===== src/rtl/reg_stack_scanner_pkg.sv =====
// Shared definitions for the register stack scanner: FSM state encoding
// and default timing parameters.
package reg_stack_scanner_pkg;

    localparam logic [2:0] ST_IDLE = 3'd0;
    localparam logic [2:0] ST_ADDR = 3'd1;
    localparam logic [2:0] ST_CAPT = 3'd2;
    localparam logic [2:0] ST_HOLD = 3'd3;
    localparam logic [2:0] ST_DONE = 3'd4;

    typedef enum logic [2:0] {
        S_IDLE = ST_IDLE,
        S_ADDR = ST_ADDR,
        S_CAPT = ST_CAPT,
        S_HOLD = ST_HOLD,
        S_DONE = ST_DONE
    } scan_state_t;

    localparam int unsigned TICK_DIV_DEF        = 50_000_000;
    localparam int unsigned DEBOUNCE_CYCLES_DEF = 1_000_000;

endpackage


===== src/rtl/reg_stack_scanner_btn_debounce.sv =====
// Button conditioning: 2-flop synchronizer, optional stable-count debouncer
// (enabled by SCANNER_DEBOUNCE_EN), and a registered 1-cycle rising-edge pulse.
module btn_debounce
    import reg_stack_scanner_pkg::*;
#(
    parameter int unsigned DEBOUNCE_CYCLES = DEBOUNCE_CYCLES_DEF
) (
    input  logic i_clk,
    input  logic i_rst_n,
    input  logic i_btn,
    output logic o_pulse
);

    logic r_sync1;
    logic r_sync2;
    logic r_level_d;
    logic r_pulse;
    logic w_level;

    if (DEBOUNCE_CYCLES < 1) begin : g_bad_debounce
        $error("DEBOUNCE_CYCLES must be at least 1");
    end

    // Bring the raw button into the clock domain.
    always_ff @(posedge i_clk or negedge i_rst_n) begin
        if (!i_rst_n) begin
            r_sync1 <= 1'b0;
            r_sync2 <= 1'b0;
        end else begin
            r_sync1 <= i_btn;
            r_sync2 <= r_sync1;
        end
    end

`ifdef SCANNER_DEBOUNCE_EN
    localparam int CNT_W = $clog2(DEBOUNCE_CYCLES + 1);
    localparam logic [CNT_W-1:0] CNT_LOAD = CNT_W'(DEBOUNCE_CYCLES - 1);

    logic [CNT_W-1:0] r_cnt;
    logic             r_stable;

    // Accept a new level only after it has been seen on consecutive samples.
    always_ff @(posedge i_clk or negedge i_rst_n) begin
        if (!i_rst_n) begin
            r_cnt    <= CNT_LOAD;
            r_stable <= 1'b0;
        end else if (r_sync2 == r_stable) begin
            r_cnt <= CNT_LOAD;
        end else if (r_cnt == '0) begin
            r_stable <= r_sync2;
            r_cnt    <= CNT_LOAD;
        end else begin
            r_cnt <= r_cnt - 1'b1;
        end
    end

    assign w_level = r_stable;
`else
    assign w_level = r_sync2;
`endif

    // Registered rising-edge detector on the conditioned level.
    always_ff @(posedge i_clk or negedge i_rst_n) begin
        if (!i_rst_n) begin
            r_level_d <= 1'b0;
            r_pulse   <= 1'b0;
        end else begin
            r_level_d <= w_level;
            r_pulse   <= w_level & ~r_level_d;
        end
    end

    assign o_pulse = r_pulse;

endmodule


===== src/rtl/reg_stack_scanner.sv =====
// Register stack scanner: walks read addresses 0..2^ADDR_W-1, captures each
// word and presents it with its address to the display path. Advance by Step
// button or by a timed tick while Auto is high. Optional button debouncing is
// selected with the SCANNER_DEBOUNCE_EN macro.
//
// state | meaning
// IDLE  | waiting for Start, nothing displayed yet
// ADDR  | read address driven, one cycle of settle time
// CAPT  | capture read data into the display registers
// HOLD  | word displayed, wait for Step or Auto tick
// DONE  | top address shown and released, last word stays displayed
module reg_stack_scanner
    import reg_stack_scanner_pkg::*;
#(
    parameter int unsigned ADDR_W          = 5,
    parameter int unsigned DATA_W          = 32,
    parameter int unsigned TICK_DIV        = TICK_DIV_DEF,
    parameter int unsigned DEBOUNCE_CYCLES = DEBOUNCE_CYCLES_DEF
) (
    input  logic              i_clk,
    input  logic              i_rst_n,
    input  logic              i_start,
    input  logic              i_step,
    input  logic              i_auto,
    input  logic [DATA_W-1:0] i_r_data,
    output logic [ADDR_W-1:0] o_r_addr,
    output logic [DATA_W-1:0] o_disp_data,
    output logic [ADDR_W-1:0] o_disp_addr,
    output logic              o_disp_valid,
    output logic              o_busy,
    output logic              o_done
);

    localparam int TICK_W = $clog2(TICK_DIV);
    localparam logic [TICK_W-1:0] TICK_LOAD = TICK_W'(TICK_DIV - 1);
    localparam logic [ADDR_W-1:0] ADDR_LAST = '1;

    if (TICK_DIV < 2) begin : g_bad_tick
        $error("TICK_DIV must be at least 2");
    end

    scan_state_t       r_state;
    scan_state_t       w_state_nxt;
    logic [ADDR_W-1:0] r_addr;
    logic [ADDR_W-1:0] w_addr_nxt;
    logic [TICK_W-1:0] r_tick;
    logic [TICK_W-1:0] w_tick_nxt;
    logic [DATA_W-1:0] r_disp_data;
    logic [ADDR_W-1:0] r_disp_addr;
    logic              r_disp_valid;
    logic              r_auto_s1;
    logic              r_auto_s2;
    logic              w_start_pulse;
    logic              w_step_pulse;
    logic              w_tick_hit;
    logic              w_capture;
    logic              w_clr_valid;

    btn_debounce #(.DEBOUNCE_CYCLES(DEBOUNCE_CYCLES)) u_start_btn (
        .i_clk   (i_clk),
        .i_rst_n (i_rst_n),
        .i_btn   (i_start),
        .o_pulse (w_start_pulse)
    );

    btn_debounce #(.DEBOUNCE_CYCLES(DEBOUNCE_CYCLES)) u_step_btn (
        .i_clk   (i_clk),
        .i_rst_n (i_rst_n),
        .i_btn   (i_step),
        .o_pulse (w_step_pulse)
    );

    // Auto is a level switch: synchronize only.
    always_ff @(posedge i_clk or negedge i_rst_n) begin
        if (!i_rst_n) begin
            r_auto_s1 <= 1'b0;
            r_auto_s2 <= 1'b0;
        end else begin
            r_auto_s1 <= i_auto;
            r_auto_s2 <= r_auto_s1;
        end
    end

    // Next-state, address and tick down-counter; the counter reloads on any
    // state change and freezes in HOLD while Auto is low.
    always_comb begin
        w_state_nxt = r_state;
        w_addr_nxt  = r_addr;
        w_tick_nxt  = TICK_LOAD;
        w_capture   = 1'b0;
        w_clr_valid = 1'b0;
        w_tick_hit  = r_auto_s2 && (r_tick == '0);
        case (r_state)
            S_IDLE, S_DONE: begin
                if (w_start_pulse) begin
                    w_state_nxt = S_ADDR;
                    w_addr_nxt  = '0;
                    w_clr_valid = 1'b1;
                end
            end
            S_ADDR: w_state_nxt = S_CAPT;
            S_CAPT: begin
                w_state_nxt = S_HOLD;
                w_capture   = 1'b1;
            end
            S_HOLD: begin
                if (w_step_pulse || w_tick_hit) begin
                    if (r_addr == ADDR_LAST) begin
                        w_state_nxt = S_DONE;
                    end else begin
                        w_addr_nxt  = r_addr + 1'b1;
                        w_state_nxt = S_ADDR;
                    end
                end else if (r_auto_s2) begin
                    w_tick_nxt = r_tick - 1'b1;
                end else begin
                    w_tick_nxt = r_tick;
                end
            end
            default: w_state_nxt = S_IDLE;
        endcase
    end

    // State, address and tick registers.
    always_ff @(posedge i_clk or negedge i_rst_n) begin
        if (!i_rst_n) begin
            r_state <= S_IDLE;
            r_addr  <= '0;
            r_tick  <= TICK_LOAD;
        end else begin
            r_state <= w_state_nxt;
            r_addr  <= w_addr_nxt;
            r_tick  <= w_tick_nxt;
        end
    end

    // Display registers: load on capture, valid drops when a new scan starts.
    always_ff @(posedge i_clk or negedge i_rst_n) begin
        if (!i_rst_n) begin
            r_disp_data  <= '0;
            r_disp_addr  <= '0;
            r_disp_valid <= 1'b0;
        end else if (w_capture) begin
            r_disp_data  <= i_r_data;
            r_disp_addr  <= r_addr;
            r_disp_valid <= 1'b1;
        end else if (w_clr_valid) begin
            r_disp_valid <= 1'b0;
        end
    end

    assign o_r_addr     = r_addr;
    assign o_disp_data  = r_disp_data;
    assign o_disp_addr  = r_disp_addr;
    assign o_disp_valid = r_disp_valid;
    assign o_busy       = (r_state == S_ADDR) || (r_state == S_CAPT) || (r_state == S_HOLD);
    assign o_done       = (r_state == S_DONE);

endmodule


===== config.mk =====
export PLATFORM = sky130hd
export DESIGN_NAME = reg_stack_scanner
export DESIGN_NICKNAME = d
export VERILOG_FILES = /design/src/rtl/reg_stack_scanner_pkg.sv /design/src/rtl/reg_stack_scanner_btn_debounce.sv /design/src/rtl/reg_stack_scanner.sv
export SDC_FILE = /design/constraint.sdc
export NUM_CORES = 1
export LEC_CHECK = 0
export CORE_MARGIN = 4
export CORE_UTILIZATION = 40
export CTS_CLUSTER_SIZE = 8
export DETAILED_ROUTE_END_ITERATION = 8
export PLACE_DENSITY_LB_ADDON = 0.12
export RECOVER_POWER = 50
export SYNTH_ARGS = -nofsm -noshare
export SYNTH_HDL_FRONTEND = slang
export SYNTH_SLANG_ARGS = --single-unit

===== constraint.sdc =====
create_clock -name i_clk -period 6.2 [get_ports i_clk]
set_input_delay 1.55 -clock i_clk [delete_from_list [all_inputs] [get_ports i_clk]]
set_output_delay 1.55 -clock i_clk [all_outputs]
set_load 0.005 [all_outputs]

Word level (Yosys, flattened, before mapping):

Index checks and enable logic that the tools add are counted.

* bits in registers: 82
* output and inout bits: 45
* logic and storage cells: 58
* input port bits: 37

* $add $sub $neg: 2
* eq/ne operators: 9
* multiplexer cells: 16
* bitwise operators: 4
* reductions and logical operators: 11

Operators with widths (count)
* 26-bit 2-to-1 mux: 3
* 26-bit zero test: 1
* 26-bit by 1-bit subtractor with 26-bit output (second input constant): 1
* 5-bit 2-to-1 mux: 3
* 3-bit one-hot mux with 4 select lines: 1
* 5-bit one-hot mux with 2 select lines: 1
* 3-bit 2-to-1 mux: 3
* 3-bit by 2-bit equality test with 1-bit output (second input constant): 2
* 5-bit by 1-bit adder with 5-bit output (second input constant): 1
* 5-bit equality test (second input constant): 1
* 1-bit 2-to-1 mux: 5
* 2-bit inequality test (second input constant): 2
* 4-bit AND reduction: 1
* 2-bit nonzero test: 2
* 3-bit by 1-bit equality test with 1-bit output (second input constant): 1
* 3-bit equality test (second input constant): 1
* 3-bit zero test: 1
* 1-bit logical OR: 3
* 3-bit inequality test (second input constant): 1
* 1-bit bitwise AND: 2
* 2-bit by 1-bit inequality test with 1-bit output (second input constant): 1
* 1-bit inverter: 2
* 2-bit AND reduction: 1
* 2-bit OR reduction: 1
* 1-bit logical AND: 1

Depth between registers and ports, before layout:

* word-level depth: 5
* mapped depth: 8

Cells and area by module:

Synthesis repeated with hierarchy kept, for this count alone.

* cells, all modules: 272
* area total of the unflattened synthesis: 3453.3 um^2

By module, submodules not included
* reg_stack_scanner: instances 1, sequential area each 1874.3 um^2, cells each 262, area each 3225.6 um^2
* btn_debounce: instances 2, sequential area each 100.1 um^2, cells each 5, area each 113.9 um^2

Worst setup path before layout:

Ideal clock, no wire load.

* path kind: reg2out
* start: register r_state[0]
* end: output o_done
* required time: 4650 ps
* arrival: 852 ps
* stages on the path, launching flop included: 4
* path buffers: 0
* slack: 3798 ps
* path through: dfrtp_1 > nor2_1 > nand2_1 > inv_1

* longest elaborated chain between the ends: 1

RTL lines
* from (decl): line reg_stack_scanner.sv:42 `scan_state_t r_state;`
* from (signal assigned): line reg_stack_scanner.sv:131 `r_state <= w_state_nxt;`
* 3-bit equality test: line reg_stack_scanner.sv:157 `assign o_done = (r_state == S_DONE);`
* to (decl): line reg_stack_scanner.sv:31 `output logic o_done`

No other way between the ends.

Worst setup path in the final report:

* start: register r_state[2]
* end: register r_disp_addr[2], in the netlist o_disp_addr[2]

* longest elaborated chain between the ends: 2

RTL lines
* 3-bit by 2-bit equality test with 1-bit output: line reg_stack_scanner.sv:93 `case (r_state)`
* 1-bit 2-to-1 mux: line reg_stack_scanner.sv:93
* to (signal assigned): line reg_stack_scanner.sv:145 `r_disp_addr <= r_addr;`
* to (decl): line reg_stack_scanner.sv:49 `logic [ADDR_W-1:0] r_disp_addr;`

No other way between the ends.
A chain may end at the register's enable or synchronous reset.

==> flow_metrics.py <==
metrics = {
    "timing": {
        "tns_ns": 0,
        "fin_crit_sh": 0.5575,
        "period_needed_ns": 3.456,
        "grt_setup_unrepaired": "false",
        "finClkSkew_ns": 0.008111,
        "max_slew_margin": -1.048,
        "tightest_slew_ns": 3.060,
        "hold_viol": 0,
        "drv_slew": 39,
        "max_freq_mhz": 289.3,
        "finalSetupViolCount": 0,
    },
    "logic_synthesis": {
        "synth-simple-area-share": 0.1367,
        "synth_fp_nets": 302,
        "ys_seq_elements": 82,
        "syn_area_um2": 3387,
        "synth_top_family_by_area": "simple AND/OR/NAND/NOR gates",
        "yosysSeqAreaShare": 0.6125,
        "synth_xor_area_frac": 0.05689,
        "syn_inst": 262,
        "synth.top_cell.area_share": 0.4728,
        "synth_mux_area_frac": 0.1304,
        "synth-compound-area-share": 0.03399,
        "synth.distinct_cells": 39,
        "yosys-top-cells-area": "dfrtp_1 (47%), dfstp_2 (14%), mux2_2 (12%)",
        "synth_adder_area_share": 0.01108,
        "syn_avg_cell_area_um2": 12.93,
        "yosysTopAreaCell": "dfrtp_1",
        "yosysWarningCount": 0,
    },
    "clock_tree": {
        "cts.repair.resized": 0,
        "worstSkewPairLatency_ns": 0.34,
        "path_clk_slew_ns": 0.09,
        "ctsHtreeMaxLevel": 3,
        "cts_setup_buffers": 0,
        "cts.path.max_buffers": 2,
        "cts_root_buffer": "clkbuf_8",
        "clock-sinks": 82,
        "postCtsHoldBufs": 0,
        "cts-buffers-inserted": 9,
        "cts_tree": "built",
    },
    "setup_path": {
        "path_class": "flop to flop",
        "worstPathRequired_ns": 6.42,
        "r2r_cells": 3,
        "reg2reg_to": "o_disp_addr[2]",
        "crit_path_cell_trace": "nand2b_1 > nor2_1 > mux2_2",
        "ff2ff_setup_slack_ns": 2.74,
        "start_kind": "flop",
        "crit_fanout": 38,
        "critPathArrivalTime_ns": 3.68,
        "end_kind": "flop",
        "critPathSlowestCell": "nor2_1",
        "worstReg2RegStart": "r_state[2]",
        "cp_slowest_stage_delay_ns": 2.24,
    },
    "global_route": {
        "grt_pass1_vias": 2518,
        "grt_overflow": 0,
        "grt_use_met2": 0.2258,
        "met3_usage": 0.06602,
        "grtUsageTotal": 0.1422,
        "grt_pass1_wl_mm": 11.45,
        "met1_usage": 0.1741,
        "grt_max_degree": 83,
        "antenna_found_initial": 0,
        "busiest_layer": "met2",
    },
    "status": {
        "status": "complete, but fails checks",
        "violations": "capacitance limit, slew limit",
    },
    "route": {
        "vias_per_cell": 5.009,
        "wire_per_inst_um": 14.46,
        "ant_nets": 0,
        "drt_iter0_drc": 104,
        "drc": 0,
        "vias": 2279,
        "routed_wl_mm": 6.580,
        "dr.pass1.iters": 5,
    },
    "place": {
        "gp_congestion": 0.7190,
        "place_hpwl_mm": 4.376,
        "portBuffers": 81,
    },
    "pwr": {
        "swShare": 0.2589,
        "intPower_mw": 1.201,
        "power.share.combinational": 0.306,
        "switching_power_mw": 0.4195,
        "p_leak_nw": 1.804,
        "p_seq_frac": 0.465,
        "clkPwrFrac": 0.228,
        "vdd_drop_max_uv": 222.5,
        "power.density_nw_per_um2": 362.7,
    },
    "min_path": {
        "min_path_type": "flop to flop",
        "min_delay_path_depth": 0,
        "holdPathEnd": "u_start_btn.r_sync2",
        "min_from": "u_start_btn.r_sync1",
    },
    "job": {
        "maxCapViolCount": 1,
    },
    "floorplan": {
        "die_area_um2": 10000,
        "start_util": 0.4122,
        "fp.coreArea_um2": 8217,
        "fp.dieH_um": 100.0,
        "rows": 33,
        "die_x_um": 100.0,
        "ios": 82,
    },
    "finish": {
        "fin_util": 0.5438,
        "drive_gt1_frac": 0.2143,
        "final_cell_mix": "clkdlybuf4s50_1 (77), dfrtp_1 (64), mux2_2 (37)",
        "final_common_cell": "clkdlybuf4s50_1",
        "nets": 386,
        "fillers": 715,
        "antenna_cells": 0,
        "area_growth_pct": 31.92,
    },
}
[power groups by stage]
stage / logic (mW) / registers [mW] / clock network, mW
6_report: 0.497 / 0.754 / 0.370
5_1_grt: 0.543 / 0.776 / 0.409
4_1_cts: 0.509 / 0.756 / 0.386
3_5_place_dp: 0.505 / 0.763 / 0
3_3_place_gp: 0.505 / 0.756 / 0
2_1_floorplan: 0.172 / 0.764 / 0
[cells by family after synthesis]
| family | count (synthesis) |
|---|---|
| compound gates | 14 |
| xor+xnor | 22 |
| fa+ha+maj | 3 |
| buf+inv | 13 |
| flops | 82 |
| mux | 39 |
| simple gates | 89 |
[registers in the layout (all words and copies together) (netlist names)]
signal,flops
o_disp_data,32
r_tick,26
o_disp_addr,5
o_r_addr,5
r_state,3
o_disp_valid,1
r_auto_s1,1
r_auto_s2,1
u_start_btn.o_pulse,1
u_start_btn.r_level_d,1
u_start_btn.r_sync1,1
u_start_btn.r_sync2,1
u_step_btn.o_pulse,1
u_step_btn.r_level_d,1
u_step_btn.r_sync1,1
u_step_btn.r_sync2,1
[synthesized netlist by cell type (all sizes together)]
| cell type | instances |
|---|---|
| nand2b | 3 |
| o41ai | 1 |
| nor3 | 10 |
| nand4 | 4 |
| inv | 5 |
| ha | 3 |
| buf | 6 |
| and2 | 2 |
| o32ai | 1 |
| clkbuf | 2 |
| and3 | 1 |
| dfrtp | 64 |
| or3 | 7 |
| o21ai | 3 |
| o31a | 1 |
| nor2 | 19 |
| a21o | 3 |
| nor4 | 6 |
| dfstp | 18 |
| nor2b | 2 |
| or4 | 2 |
| xnor2 | 18 |
| mux2i | 1 |
| o211ai | 1 |
| a22o | 2 |
| o2111ai | 1 |
| nand3b | 1 |
| mux2 | 38 |
| nand2 | 25 |
| nand3 | 4 |
| and3b | 1 |
| o311ai | 1 |
| nor4b | 2 |
| xor2 | 4 |
[layer usage]
layer / part of all wire / vias up / wire length (um)
met5: 0 / - / 0
met4: 0.012 / 0 / 78
met3: 0.084 / 9 / 554
met2: 0.46 / 61 / 3044
met1: 0.44 / 1134 / 2903
li1: - / 1075 / -
[cell type report]
class	count	area (um^2)	area share
multi-input cells	167	1250	0.2798
repair buffers	81	808.3	0.1809
clock inverters	5	57.56	0.01288
clock buffers	10	127.6	0.02856
inverters	5	18.77	0.004200
flip-flops and latches	82	2074	0.4643
well taps	105	131.4	0.02940
[worst max-delay path, delay by kind of cell (launching register included)]
kind	cells	cell delay [ns]
and+or+nand+nor	2	2.42
DFF	1	0.42
muxes	1	0.48
[per-stage QoR]
stage / instances / worst slack (ns) / hold WS, ns / area, um^2 / power [mW]
after floorplan: 262 / 3.798 / 0.3312 / 3387 / 0.9362
final: 455 / 2.744 / 0.3550 / 4468 / 1.620
after global routing: 455 / 2.453 / 0.3655 / 4468 / 1.727
after CTS: 455 / 2.764 / 0.3569 / 4476 / 1.650
after global placement: 440 / 3.188 / 0.3335 / 4290 / 1.261
after detailed placement: 440 / 3.164 / 0.3347 / 4290 / 1.268
[worst max-delay path by stage]
stage,slack (ns),from,to
CTS,2.76,r_state[0],o_done
finish,2.74,r_state[2],o_disp_addr[2]
global route,2.45,r_state[2],o_disp_data[1]
global placement,3.19,r_state[0],o_done
detailed placement,3.16,r_state[0],o_done
floorplan,3.80,r_state[0],o_done
No activity file was read; power rests on OpenSTA's default activity.
